$ cat src/rtl/egress_port_sink_if.sv
// Egress stream interface: FIFO head of the egress port sink toward its consumer.
// Handshake: a word transfers on a rising clk edge where valid and ready are both 1;
// while valid=1 and ready=0 the master holds data/sop/eop/src stable, and the
// slave may drive ready independently of valid.
interface egress_port_sink_if #(
    parameter int WIDTH_DATA = 64,
    parameter int WIDTH_SEL  = 2
);
    logic                  valid;
    logic                  ready;
    logic [WIDTH_DATA-1:0] data;
    logic                  sop;
    logic                  eop;
    logic [WIDTH_SEL-1:0]  src;

    modport master (output valid, output data, output sop, output eop, output src, input ready);
    modport slave  (input valid, input data, input sop, input eop, input src, output ready);
endinterface

$ cat src/rtl/egress_port_sink.sv
// Terminal egress stage for one output port: filters the ring stream by destination,
// strips the destination field, delimits frames by the header length field and
// buffers accepted words in a first-word-fall-through FIFO with almost-full backpressure.
module egress_port_sink #(
    parameter int PORT           = 0,
    parameter int FIFO_DEPTH     = 64,
    parameter int AF_MARGIN      = 4,
    parameter int WIDTH_SEL      = 2,
    parameter int WIDTH_DATA     = 64,
    parameter int WIDTH_LENGTH   = 4,
    parameter int CRC32_LENGTH   = 32,
    parameter int WIDTH_PRIORITY = 3
) (
    input  logic                            clk,
    input  logic                            rst_n,
    input  logic                            valid_in,
    input  logic [WIDTH_SEL-1:0]            nub_in,
    input  logic [WIDTH_SEL+WIDTH_DATA-1:0] data_in,
    output logic                            keep_out,
    egress_port_sink_if.master              m,
    output logic                            frame_done,
    output logic [15:0]                     frame_cnt,
    output logic                            dbg_state,
    output logic [$clog2(FIFO_DEPTH):0]     dbg_count
);
    localparam int WIDTH_PORT = WIDTH_SEL + WIDTH_DATA;
    localparam int AW         = $clog2(FIFO_DEPTH);
    localparam int EW         = WIDTH_SEL + 2 + WIDTH_DATA;
    localparam int LEN_LO     = CRC32_LENGTH + WIDTH_PRIORITY;
    localparam logic [AW:0]          AF_LEVEL = (AW+1)'(FIFO_DEPTH - AF_MARGIN);
    localparam logic [WIDTH_SEL-1:0] PORT_SEL = WIDTH_SEL'(PORT);

    typedef enum logic {HDR = 1'b0, BODY = 1'b1} state_t;

    state_t                  state, state_nxt;
    logic [WIDTH_LENGTH-1:0] rem;
    logic [WIDTH_LENGTH-1:0] len;
    logic [WIDTH_SEL-1:0]    src_reg;
    logic [WIDTH_SEL-1:0]    dest;
    logic                    accept;
    logic                    rd;
    logic                    frame_end;
    logic [WIDTH_SEL-1:0]    wr_src;
    logic                    wr_sop;
    logic                    wr_eop;

    logic [EW-1:0]           mem [FIFO_DEPTH];
    logic [AW-1:0]           wr_ptr;
    logic [AW-1:0]           rd_ptr;
    logic [AW:0]             count;
    logic [EW-1:0]           head;

    assign dest      = data_in[WIDTH_PORT-1 -: WIDTH_SEL];
    assign len       = data_in[LEN_LO+WIDTH_LENGTH-1 : LEN_LO];
    // Threshold decoded straight from the registered count so backpressure never lags.
    assign keep_out  = (count >= AF_LEVEL);
    assign accept    = valid_in & ~keep_out & (dest == PORT_SEL);
    assign m.valid   = (count != '0);
    assign rd        = m.valid & m.ready;
    assign head      = mem[rd_ptr];
    assign dbg_state = state;
    assign dbg_count = count;

    // Head fields are masked while empty so outputs read zero after reset.
    always_comb begin
        m.data = '0;
        m.sop  = 1'b0;
        m.eop  = 1'b0;
        m.src  = '0;
        if (m.valid) begin
            m.data = head[WIDTH_DATA-1:0];
            m.eop  = head[WIDTH_DATA];
            m.sop  = head[WIDTH_DATA+1];
            m.src  = head[EW-1 -: WIDTH_SEL];
        end
    end

    // Framing FSM: next state, tag bits of the word being written, frame completion.
    always_comb begin
        state_nxt = state;
        wr_src    = src_reg;
        wr_sop    = 1'b0;
        wr_eop    = 1'b0;
        frame_end = 1'b0;
        case (state)
            HDR: begin
                if (accept) begin
                    wr_src = nub_in;
                    wr_sop = 1'b1;
                    wr_eop = (len == '0);
                    if (len != '0) state_nxt = BODY;
                    else           frame_end = 1'b1;
                end
            end
            BODY: begin
                if (accept) begin
                    wr_eop = (rem == WIDTH_LENGTH'(1));
                    if (rem == WIDTH_LENGTH'(1)) begin
                        state_nxt = HDR;
                        frame_end = 1'b1;
                    end
                end
            end
            default: state_nxt = HDR;
        endcase
    end

    // Framing registers: state, remaining body words, header source, completion stats.
    always_ff @(posedge clk or negedge rst_n) begin
        if (!rst_n) begin
            state      <= HDR;
            rem        <= '0;
            src_reg    <= '0;
            frame_done <= 1'b0;
            frame_cnt  <= '0;
        end else begin
            state      <= state_nxt;
            frame_done <= frame_end;
            if (frame_end) frame_cnt <= frame_cnt + 16'd1;
            if (accept) begin
                if (state == HDR) begin
                    rem     <= len;
                    src_reg <= nub_in;
                end else begin
                    rem <= rem - WIDTH_LENGTH'(1);
                end
            end
        end
    end

    // FIFO storage: payload plus frame tags; contents need no reset since count gates them.
    always_ff @(posedge clk) begin
        if (accept) mem[wr_ptr] <= {wr_src, wr_sop, wr_eop, data_in[WIDTH_DATA-1:0]};
    end

    // FIFO pointers and occupancy; a simultaneous write and read leaves count unchanged.
    always_ff @(posedge clk or negedge rst_n) begin
        if (!rst_n) begin
            wr_ptr <= '0;
            rd_ptr <= '0;
            count  <= '0;
        end else begin
            if (accept) wr_ptr <= wr_ptr + AW'(1);
            if (rd)     rd_ptr <= rd_ptr + AW'(1);
            case ({accept, rd})
                2'b10:   count <= count + (AW+1)'(1);
                2'b01:   count <= count - (AW+1)'(1);
                default: count <= count;
            endcase
        end
    end
endmodule
$ cat src/flat_wrapper.sv
// flat-port wrapper written by rule: the top's interface ports become plain ports
module egress_port_sink_flat 
#(
    parameter int PORT           = 0,
    parameter int FIFO_DEPTH     = 64,
    parameter int AF_MARGIN      = 4,
    parameter int WIDTH_SEL      = 2,
    parameter int WIDTH_DATA     = 64,
    parameter int WIDTH_LENGTH   = 4,
    parameter int CRC32_LENGTH   = 32,
    parameter int WIDTH_PRIORITY = 3
)
  (clk, rst_n, valid_in, nub_in, data_in, keep_out, frame_done, frame_cnt, dbg_state, dbg_count, m_valid, m_data, m_sop, m_eop, m_src, m_ready);
  egress_port_sink_if #(.WIDTH_DATA(WIDTH_DATA), .WIDTH_SEL(WIDTH_SEL)) m_i ();
  input  logic clk;
  input  logic rst_n;
  input  logic valid_in;
  input  logic [WIDTH_SEL-1:0] nub_in;
  input  logic [WIDTH_SEL+WIDTH_DATA-1:0] data_in;
  output logic keep_out;
  output logic frame_done;
  output logic [15:0] frame_cnt;
  output logic dbg_state;
  output logic [$clog2(FIFO_DEPTH):0] dbg_count;
  output wire logic [$bits(m_i.valid)-1:0] m_valid;
  output wire logic [$bits(m_i.data)-1:0] m_data;
  output wire logic [$bits(m_i.sop)-1:0] m_sop;
  output wire logic [$bits(m_i.eop)-1:0] m_eop;
  output wire logic [$bits(m_i.src)-1:0] m_src;
  input wire logic [$bits(m_i.ready)-1:0] m_ready;
  assign m_valid = m_i.valid;
  assign m_data = m_i.data;
  assign m_sop = m_i.sop;
  assign m_eop = m_i.eop;
  assign m_src = m_i.src;
  assign m_i.ready = m_ready;
  egress_port_sink #(.PORT(PORT), .FIFO_DEPTH(FIFO_DEPTH), .AF_MARGIN(AF_MARGIN), .WIDTH_SEL(WIDTH_SEL), .WIDTH_DATA(WIDTH_DATA), .WIDTH_LENGTH(WIDTH_LENGTH), .CRC32_LENGTH(CRC32_LENGTH), .WIDTH_PRIORITY(WIDTH_PRIORITY)) u_core (.clk(clk), .rst_n(rst_n), .valid_in(valid_in), .nub_in(nub_in), .data_in(data_in), .keep_out(keep_out), .m(m_i), .frame_done(frame_done), .frame_cnt(frame_cnt), .dbg_state(dbg_state), .dbg_count(dbg_count));
endmodule
$ cat config.mk
export PLATFORM = sky130hd
export DESIGN_NAME = egress_port_sink_flat
export DESIGN_NICKNAME = d
export VERILOG_FILES = /design/src/rtl/egress_port_sink_if.sv /design/src/rtl/egress_port_sink.sv /design/src/flat_wrapper.sv
export SDC_FILE = /design/constraint.sdc
export NUM_CORES = 2
export LEC_CHECK = 0
export CAP_MARGIN = 20
export CORE_UTILIZATION = 56
export CTS_BUF_LIST = sky130_fd_sc_hd__clkbuf_4
export CTS_CLUSTER_SIZE = 10
export DETAILED_ROUTE_END_ITERATION = 12
export MAX_ROUTING_LAYER = met4
export PLACE_DENSITY = 0.72
export SYNTH_ARGS = -nofsm -noshare
export SYNTH_HDL_FRONTEND = slang
export SYNTH_MEMORY_MAX_BITS = 65536
export SYNTH_SLANG_ARGS = --single-unit
$ cat constraint.sdc
create_clock -name clk -period 6.3 [get_ports clk]
set_input_delay 1.89 -clock clk [delete_from_list [all_inputs] [get_ports clk]]
set_output_delay 1.89 -clock clk [all_outputs]
set_load 0.05 [all_outputs]
==> results.cfg <==
[finish]
area_growth_pct = 16.6
largest_register_ffs = 4352
seq_area_sq_um = 132000
final_cell_mix = edfxtp_1, clkbuf_4, mux4_2, mux2i_1, buf_4
multi_input_area_sq_um = 35600
fin_nets = 8933
regMostFlops = u_core.mem
stdcell_count = 13500
drive_gt1_share_pct = 36.9
nFillCells = 19000
final_common_cell = edfxtp_1
fin_util_pct = 65.7

[critical_path]
crit_fanout = 15
required_ns = 4.41
r2r_slack_ns = 2.18
r2r-end = u_core.dbg_count[6]
worstPathArrival_ns = 4.43
cp-start-kind = flip-flop
crit_path_end_kind = output port
r2r_cells = 14
path_class = reg2out
reg2reg_from = u_core.dbg_count[4]

[hold_path]
hp-class = in2async

[global_route]
grt_pass1_vias = 93200
antenna_found_initial = 35
grt_max_degree = 97
track_usage_pct = 35.8
grt_pass1_wl_microns = 707000
grt_overflow = 0

[floorplanning]
start_util_pct = 56.4
die_w_microns = 549
coreArea_sq_um = 297000
dieArea_sq_um = 301000
io_pins = 167
die_h_microns = 549
row_count = 200

[timing]
fin_hold_ws_ns = 0.236
report.final.slew_viol_count = 0
fmax_mhz = 158
timing.final.ws_setup_ns = -0.0197
relSlewSlack_pct = 20.2
rsz0062_at_grt = yes
setup_viol = 4
min_period_over_period_pct = 100
fin_tns_setup_ns = -0.0347
hold_viol_final = 0
post-route-min-period_ns = 6.32
tightest_slew_ns = 1.20
skew_ns = 0.149

[place]
numPortBuffers = 166
place.gp.congestion = 0.819
dp_hpwl_microns = 247000
dp_cells = 11500

[yosys]
synth-main-ff-cell = edfxtp_1
yosysSeqAreaShare_pct = 78.6
syn_nets = 7541
postSynthCellCount = 7461
synthDistinctLibCells = 60
async_flop_share_pct = 0.978
yosysWarnings = 0
synth-edff-count = 4352
syn_area_per_cell_sq_um = 22.5
ys_seq_elements = 4395
synth_area_sq_um = 168000

[clock_tree]
cts_tree = built
cts.path.max_buffers = 5
path_clk_slew_ns = 0.06
cts_inserted_buffers = 1162
htreeDepth = 7
cts_sinks = 4395
insertion_delay_ns = 1.76
cts_root_buffer = clkbuf_4

[drt]
ant_nets = 0
drc_errors = 0
drtPass1Iterations = 6
wl_microns = 518000
drt_iter0_markers = 16600
vias = 93800
vias_per_cell = 6.93
wl_per_cell_microns = 38.3

[run_status]
violations = negative setup slack
outcome = finished with violations

[pwr]
power_frac_seq_pct = 36.9
pwr-share-comb_pct = 36.6
p_total_w = 0.0885
switchingPower_w = 0.0297
ir_worst_vdd_uv = 623
powerDensity_nw_per_um2 = 453
netSwitchingFraction_pct = 33.6
p_clk_share_pct = 26.4
power.leakage_nw = 64.4
internal_power_w = 0.0588

[job]
cap_violations = 0
synthesized netlist by cell type, types with 9 or more instances:
cell type / number / share of area [%]
a2111oi_0: 40 / 0.21
a211o_1: 40 / 0.21
a211oi_1: 99 / 0.44
a21o_1: 10 / 0.045
a21oi_1: 115 / 0.34
a221oi_1: 29 / 0.15
a22o_1: 40 / 0.21
a22oi_1: 30 / 0.13
buf_1: 55 / 0.12
buf_2: 196 / 0.59
buf_4: 14 / 0.063
clkbuf_1: 171 / 0.38
dfrtp_1: 43 / 0.64
edfxtp_1: 4352 / 78
mux2_2: 20 / 0.13
mux2i_1: 594 / 3.5
mux4_2: 907 / 12
nand2_1: 34 / 0.076
nand3_1: 16 / 0.048
nand3b_1: 9 / 0.040
nor2_1: 127 / 0.28
nor2b_1: 22 / 0.082
o211ai_1: 10 / 0.045
o21ai_0: 104 / 0.31
o221ai_1: 74 / 0.39
o22ai_1: 181 / 0.68
o2bb2ai_1: 10 / 0.052
xnor2_1: 18 / 0.094
xor2_1: 15 / 0.078
logic make-up after synthesis:
logic type	Yosys count	synth area share [%]
compound gates	803	3.31
xor+xnor	33	0.173
fa+ha+maj	8	0.0597
buf+inv	445	1.17
flops	4395	78.6
mux	1522	15.9
simple gates	255	0.750
through the flow:
stage | setup WS [ns] | instance area, sq um
2_1_floorplan | -0.0707 | 168000
3_3_place_gp | 0.778 | 177000
3_5_place_dp | 0.724 | 177000
4_1_cts | -0.0586 | 195000
5_1_grt | -0.0476 | 195000
6_report | -0.0197 | 195000
power groups by stage:
| stage | sequential (W) | combinational (W) | clock [W] |
|---|---|---|---|
| global placement | 0.0335 | 0.0271 | 0 |
| CTS | 0.0327 | 0.0317 | 0.0236 |
| floorplan | 0.0333 | 0.0167 | 0 |
| detailed placement | 0.0335 | 0.0273 | 0 |
| global route | 0.0327 | 0.0333 | 0.0251 |
| finish | 0.0327 | 0.0324 | 0.0234 |
per-layer routing:
layer	track usage, %	vias up	part of all wire (%)
li1	-	35400	-
met1	46.3	48300	34
met2	52.0	8523	46
met3	10.1	1535	15
met4	18.8	0	5.0
met5	-	-	0
timing repair:
action | 4_1_cts | 5_1_grt
resized for setup | 397 | 37
pin swaps | 47 | 10
setup buffers | 103 | 3
cloned | 45 | 5
hold buffers | 0 | 0
setup endpoints to repair | 69 | 27
worst max-delay path by stage:
| stage | startpoint | endpoint | cells past startpoint |
|---|---|---|---|
| 2_1_floorplan | data_in[65] | u_core.mem[59][0] | 6 |
| 3_3_place_gp | u_core.rd_ptr[1] | m_data[13] | 8 |
| 3_5_place_dp | u_core.rd_ptr[1] | m_data[13] | 8 |
| 4_1_cts | u_core.rd_ptr[0] | m_data[38] | 9 |
| 5_1_grt | u_core.rd_ptr[2] | m_data[51] | 9 |
| 6_report | u_core.rd_ptr[0] | m_data[1] | 9 |
area by class of cell:
type / count / share of cell area [%]
Antenna cell: 41 / 0.0525
Clock buffer: 1618 / 6.22
Clock inverter: 235 / 0.627
Inverter: 9 / 0.0320
Multi-Input combinational cell: 2625 / 18.2
Sequential cell: 4395 / 67.5
Tap cell: 3939 / 2.52
Timing Repair Buffer: 660 / 4.89
worst max-delay path, stage by stage, from the launching register on:
cell     delay, ns
dfrtp_4       0.47
buf_12        0.17
buf_16        0.19
buf_16        0.17
buf_6         0.25
mux4_2        0.54
mux2i_1       0.30
o21ai_0       0.18
a22o_1        0.29
buf_6         0.18
Power figures use the tool's default switching activity.
